===== src/rtl/full_adder_if.sv =====
// Operand/result bundle for the registered ripple-carry adder.
// The master drives the operands; the slave returns the registered result.
interface full_adder_if #(
   parameter int WIDTH = 1
);
   logic             in_valid;
   logic [WIDTH-1:0] a;
   logic [WIDTH-1:0] b;
   logic             ripin;
   logic             ripout;
   logic [WIDTH-1:0] c;
   logic             out_valid;
   logic             ovf;

   modport master (
      output in_valid, a, b, ripin,
      input  ripout, c, out_valid, ovf
   );

   modport slave (
      input  in_valid, a, b, ripin,
      output ripout, c, out_valid, ovf
   );
endinterface


===== src/rtl/full_adder.sv =====
// Registered ripple-carry adder built from WIDTH one-bit full-adder stages.
// Sum, carry-out and signed overflow are captured one cycle after in_valid.
module full_adder #(
   parameter int WIDTH = 1
) (
   input logic        clk,
   input logic        rst,
   full_adder_if.slave bus
);

   logic [WIDTH:0]   k;
   logic [WIDTH-1:0] sum;

   logic [WIDTH-1:0] c_d, c_q;
   logic             ripout_d, ripout_q;
   logic             ovf_d, ovf_q;
   logic             out_valid_d, out_valid_q;

   assign k[0] = bus.ripin;

   // One full-adder cell per bit; carry ripples from stage 0 upward.
   for (genvar i = 0; i < WIDTH; i++) begin : g_stage
      assign sum[i]  = bus.a[i] ^ bus.b[i] ^ k[i];
      assign k[i+1]  = (bus.a[i] & bus.b[i]) | (bus.a[i] & k[i]) | (bus.b[i] & k[i]);
   end

   always_comb begin
      // NOTE: every next-state signal gets a default first so no latch is inferred.
      c_d         = c_q;
      ripout_d    = ripout_q;
      ovf_d       = ovf_q;
      out_valid_d = bus.in_valid;
      if (bus.in_valid) begin
         c_d      = sum;
         ripout_d = k[WIDTH];
         ovf_d    = k[WIDTH] ^ k[WIDTH-1];
      end
   end

   always_ff @(posedge clk) begin
      // NOTE: non-blocking assignments keep all registers updating from pre-edge values.
      if (rst) begin
         c_q         <= '0;
         ripout_q    <= 1'b0;
         ovf_q       <= 1'b0;
         out_valid_q <= 1'b0;
      end else begin
         c_q         <= c_d;
         ripout_q    <= ripout_d;
         ovf_q       <= ovf_d;
         out_valid_q <= out_valid_d;
      end
   end

   assign bus.c         = c_q;
   assign bus.ripout    = ripout_q;
   assign bus.ovf       = ovf_q;
   assign bus.out_valid = out_valid_q;

endmodule


===== src/flat_wrapper.sv =====
// flat-port wrapper written by rule: the top's interface ports become plain ports
module full_adder_flat 
#(
   parameter int WIDTH = 1
)
  (clk, rst, bus_in_valid, bus_a, bus_b, bus_ripin, bus_ripout, bus_c, bus_out_valid, bus_ovf);
  full_adder_if #(.WIDTH(WIDTH)) bus_i ();
  input logic clk;
  input logic rst;
  input wire logic [$bits(bus_i.in_valid)-1:0] bus_in_valid;
  input wire logic [$bits(bus_i.a)-1:0] bus_a;
  input wire logic [$bits(bus_i.b)-1:0] bus_b;
  input wire logic [$bits(bus_i.ripin)-1:0] bus_ripin;
  output wire logic [$bits(bus_i.ripout)-1:0] bus_ripout;
  output wire logic [$bits(bus_i.c)-1:0] bus_c;
  output wire logic [$bits(bus_i.out_valid)-1:0] bus_out_valid;
  output wire logic [$bits(bus_i.ovf)-1:0] bus_ovf;
  assign bus_i.in_valid = bus_in_valid;
  assign bus_i.a = bus_a;
  assign bus_i.b = bus_b;
  assign bus_i.ripin = bus_ripin;
  assign bus_ripout = bus_i.ripout;
  assign bus_c = bus_i.c;
  assign bus_out_valid = bus_i.out_valid;
  assign bus_ovf = bus_i.ovf;
  full_adder #(.WIDTH(WIDTH)) u_core (.clk(clk), .rst(rst), .bus(bus_i));
endmodule

===== config.mk =====
export PLATFORM = sky130hd
export DESIGN_NAME = full_adder_flat
export DESIGN_NICKNAME = d
export VERILOG_FILES = /design/src/rtl/full_adder_if.sv /design/src/rtl/full_adder.sv /design/src/flat_wrapper.sv
export SDC_FILE = /design/constraint.sdc
export NUM_CORES = 1
export LEC_CHECK = 0
export ABC_AREA = 1
export ABC_CLOCK_PERIOD_IN_PS = 1100
export CAP_MARGIN = 40
export CORE_AREA = 3 3 40 42
export DETAILED_ROUTE_END_ITERATION = 8
export DIE_AREA = 0 0 43 45
export SETUP_SLACK_MARGIN = 0.15
export SKIP_CTS_REPAIR_TIMING = 1
export SYNTH_ARGS = -nofsm -noshare
export SYNTH_HDL_FRONTEND = slang
export SYNTH_SLANG_ARGS = --single-unit

===== constraint.sdc =====
create_clock -name clk -period 1.1 [get_ports clk]
set_input_delay 0.22 -clock clk [delete_from_list [all_inputs] [get_ports clk]]
set_output_delay 0.22 -clock clk [all_outputs]
set_load 0.02 [all_outputs]

* Word-level counts from Yosys, hierarchy flattened *
Index checks and enable logic that the tools add are counted.

word-level totals
  output and inout bits = 4
  register bits after elaboration = 4
  input port bits = 6

cells by class
  bitwise operators = 8

operator list
  cell         count
  $and 1x1->1  3
  $xor 1x1->1  3
  $or 1x1->1   2

* Depth between registers and ports, before layout *
  word-level depth = 4
  mapped depth = 6

* Worst setup path before layout *
OpenSTA, ideal clock, no wires.

  path kind = input-to-reg
  start = input bus_ripin
  end = register u_core.ovf_q, in the netlist u_core.bus.ovf
  path slack = 126 ps
  arrival = 865 ps
  cell stages on the path = 5
  library setup time = 109 ps
  buffers on the path = 0
  data required time = 991 ps
  cells stage by stage = fa_1 nand2_1 nand3_1 nand2_1 inv_1

on the way
  cells in the longest elaborated chain, start to end = 4
  elaborated cells between the ends (all ways) = 5

ends and longest elaborated chain
  what                     RTL line            source
  start, declared          flat_wrapper.sv:13  input wire logic [$bits(bus_i.ripin)-1:0] bus_ripin;
  $and 1x1->1              full_adder.sv:24    assign k[i+1] = (bus.a[i] & bus.b[i]) | (bus.a[i] & k[i]) | (bus.b[i] & k[i]);
  $or 1x1->1 (2 in a row)  full_adder.sv:24
  $xor 1x1->1 (*)          full_adder.sv:36    ovf_d = k[WIDTH] ^ k[WIDTH-1];
  end signal, assigned     full_adder.sv:50    ovf_q <= ovf_d;
  end, declared            full_adder.sv:16    logic ovf_d, ovf_q;

Mark *: on every way between the ends. The rest lies on a longest branch, timed or not.
A chain may end at the register's enable or synchronous reset.

* Worst setup path in the final report *
  start = register u_core.c_q, in the netlist u_core.bus.c
  end = output bus_c

RTL lines
  what                    RTL line            source
  start, declared         full_adder.sv:14    logic [WIDTH-1:0] c_d, c_q;
  start signal, assigned  full_adder.sv:43    c_q <= '0;
  start signal, assigned  full_adder.sv:48    c_q <= c_d;
  end, declared           flat_wrapper.sv:15  output wire logic [$bits(bus_i.c)-1:0] bus_c;

No word-level cell between the ends.

==> impl_summary.log <==
INFO  metric cts_max_level = 1
INFO  metric drt_pass1_iterations = 3
INFO  metric cp_max_fo = 2
INFO  metric synth_compound_area_frac = 0.0597
INFO  metric vdd.ir_drop.worst = 0.000494 V
INFO  metric synth_top_cells_by_area = sky130_fd_sc_hd__dfxtp_1 (48%), sky130_fd_sc_hd__nand2_1 (16%), sky130_fd_sc_hd__fa_1 (12%)
INFO  metric route.antenna.remaining_nets = 0
INFO  metric worstSetupStartpointType = flip-flop
INFO  metric antenna_cells_inserted = 0
INFO  metric clkSinkCount = 4
INFO  metric finalCriticalPeriod = 920 ps
INFO  metric antenna_violations_before_repair = 0
INFO  metric die_height = 45 microns
INFO  metric status = finished, final reports clean
INFO  metric io_pins = 10
INFO  metric setup_tns = 0 ps
INFO  metric portion_of_netlist_area_occupied_by_mux_cells = 0
INFO  metric power.leakage = 0.000182 uW
INFO  metric area_growth = 94.0%
INFO  metric finalWorstSetupSlack = 180 ps
INFO  metric slew-limit-headroom = 0.866
INFO  metric design.core.area = 1280 sq um
INFO  metric yosys.area_share.adder = 0.119
INFO  metric max_stage_delay = 340 ps
INFO  metric fmax = 1.09 GHz
INFO  metric crit_path_end_kind = primary output
INFO  metric timing.critical_path.max_delay_family = flip-flops
INFO  metric full_die_area = 1940 sq um
INFO  metric cp_num_buf_inv = 1
INFO  metric post_route_cells_drive_above_1_share = 0.389
INFO  metric synthesized_area = 168 sq um
INFO  metric io_buffer_count = 9
INFO  metric cts_root_buf = sky130_fd_sc_hd__clkbuf_4
INFO  metric die_width = 43 microns
INFO  metric worst_pin_slew = 200 ps
INFO  metric drv.max_cap_violation_count = 0
INFO  metric skew = 0 ps
INFO  metric fill_cells = 147
INFO  metric synthesis.yosys.warnings = 0
INFO  metric cts.clk_slew.worst_paths = 40 ps
INFO  metric grt_use_total = 0.0543
INFO  metric yosys_register_bits = 4
INFO  metric drv_slew = 0
INFO  metric grt_first_pass_wirelength = 676 microns
INFO  metric cp_data_arrival_time = 700 ps
INFO  metric setup_viol = 0
INFO  metric place.gp.congestion = 0.612
INFO  metric sequential_fraction_of_the_synthesis_area = 0.478
INFO  metric dr.first_iter.drc_count = 6
INFO  metric rows = 13
INFO  metric finalWirelength = 394 microns
INFO  metric synth.net_count = 29
INFO  metric cts_tree = done
INFO  metric seq_area = 81.3 sq um
INFO  metric routed-via-count = 170
INFO  metric hold_violations = 0
INFO  metric num_cts_buffers = 3
INFO  metric netlist_instances = 22
INFO  metric cts_max_path_buffers = 2
INFO  metric yosys.area_share.xor_xnor = 0
INFO  metric pwr_density = 1340 nW/um^2
INFO  metric preCtsSetupSlack = -392 ps
INFO  metric worstPathRequired = 880 ps
INFO  metric post_drt_wl_per_cell = 7.73 microns
INFO  metric yosys.area_share.simple = 0.254
INFO  metric multi_input_comb_area = 81.3 sq um
INFO  metric initial_utilization = 0.130
INFO  metric worst_hold_path_type = primary input to flip-flop
INFO  metric finalCritPeriodShare = 0.836
INFO  metric globalRouteOverflowTotal = 0
INFO  metric via_count_normalized_by_instance_count = 3.33
INFO  metric netlist.top_cell.by_area = sky130_fd_sc_hd__dfxtp_1
INFO  metric power = 435 uW
INFO  metric crit_slowest_cell = sky130_fd_sc_hd__dfxtp_1
INFO  metric setup_repair_after_global_routing_missed_its_margin = yes
INFO  metric crit_type = flip-flop to primary output
INFO  metric layout.nets = 45
INFO  metric synth_area_per_cell = 7.62 sq um
INFO  metric grt_pass1_vias = 180
INFO  metric worst_skew_pair.late_latency = 230 ps
INFO  metric pin_count_of_the_biggest_net_entering_global_routing = 6
INFO  metric dp_hpwl = 305 microns
INFO  metric critical_path.cell_chain = buf_6
INFO  metric synth.distinct_cells = 7
INFO  metric synth_top_family_by_area = simple AND/OR/NAND/NOR gates
INFO  metric drc = 0
INFO  metric synth.top_cell.area_share = 0.478
INFO  metric layout.core_utilization = 0.253
==> layout by cell type, fill, tap and decap left out <==
| master | synthesis | routed |
|---|---|---|
| sky130_fd_sc_hd__nand2_1 | 7 | 6 |
| sky130_fd_sc_hd__inv_1 | 4 | 4 |
| sky130_fd_sc_hd__nor2_1 | 3 | 3 |
| sky130_fd_sc_hd__clkbuf_4 | 0 | 3 |
| sky130_fd_sc_hd__dlymetal6s2s_1 | 0 | 3 |
| sky130_fd_sc_hd__buf_6 | 0 | 3 |
| sky130_fd_sc_hd__dfxtp_1 | 4 | 3 |
| sky130_fd_sc_hd__buf_4 | 0 | 2 |
| sky130_fd_sc_hd__nand3_1 | 1 | 1 |
| sky130_fd_sc_hd__a21oi_1 | 2 | 1 |
| sky130_fd_sc_hd__nand2_2 | 0 | 1 |
| sky130_fd_sc_hd__a21oi_2 | 0 | 1 |
| sky130_fd_sc_hd__fa_2 | 0 | 1 |
| sky130_fd_sc_hd__clkbuf_2 | 0 | 1 |
| sky130_fd_sc_hd__clkdlybuf4s50_1 | 0 | 1 |
| sky130_fd_sc_hd__buf_2 | 0 | 1 |
| sky130_fd_sc_hd__dfxtp_2 | 0 | 1 |
==> report_power, final <==
part | switching, uW | internal, uW | leakage, uW
clock network | 60.4 | 122 | 0.0000138
logic | 41.7 | 48.6 | 0.000134
registers | 5.80 | 157 | 0.0000334
==> state kept, by name (all words and copies together) (netlist names) <==
signal,cells
u_core.bus.out_valid,1
u_core.bus.ovf,1
u_core.bus.ripout,1
u_core.bus.c,1
==> worst min-delay path, stage by stage <==
cell and delay, ps:
sky130_fd_sc_hd__dlymetal6s2s_1 170, sky130_fd_sc_hd__nand2_2 90, sky130_fd_sc_hd__a21oi_2 50
==> path summary, 6_finish.rpt <==
kind	start	end	slack, ps	depth (start not counted)
setup reg to reg	u_core.bus.c	u_core.bus.c	420	3
hold reg to reg	u_core.bus.ripout	u_core.bus.ripout	480	2
hold / removal	bus_in_valid	u_core.bus.c	340	3
setup / recovery	u_core.bus.c	bus_c	180	1
==> through the flow <==
stage / area, sq um / hold WS, ps / std cells
after global routing: 325 / 382 / 51
after global placement: 292 / 456 / 48
after floorplan: 168 / 289 / 22
after CTS: 314 / 466 / 51
final: 325 / 345 / 51
after detailed placement: 292 / 458 / 48
==> logic make-up (layout without fill, tap and decap cells) <==
kind of cell	after synthesis	count (layout)
AOI/OAI and AO/OA	2	2
adders and majority gates	1	1
buffers and inverters	4	18
DFF	4	4
and+or+nand+nor	11	11
==> cells in the mapped netlist <==
master and instances:
sky130_fd_sc_hd__nand2_1 7, sky130_fd_sc_hd__inv_1 4, sky130_fd_sc_hd__a21oi_1 2, sky130_fd_sc_hd__nor2_1 3
sky130_fd_sc_hd__fa_1 1, sky130_fd_sc_hd__nand3_1 1, sky130_fd_sc_hd__dfxtp_1 4
==> per-layer routing <==
metal,wire length (microns),global-route usage,vias up
li1,-,-,95
met1,162,0.0534,68
met2,174,0.0659,7
met3,57,0.0598,0
met4,0,0.0361,0
met5,0,0,-
==> layout make-up <==
cell class	count	area share
clock buffers	3	0.0692
flip-flops and latches	4	0.250
inverters	4	0.0462
multi-input cells	14	0.250
well taps	15	0.0577
repair buffers	11	0.327
Power figures use the tool's default switching activity.
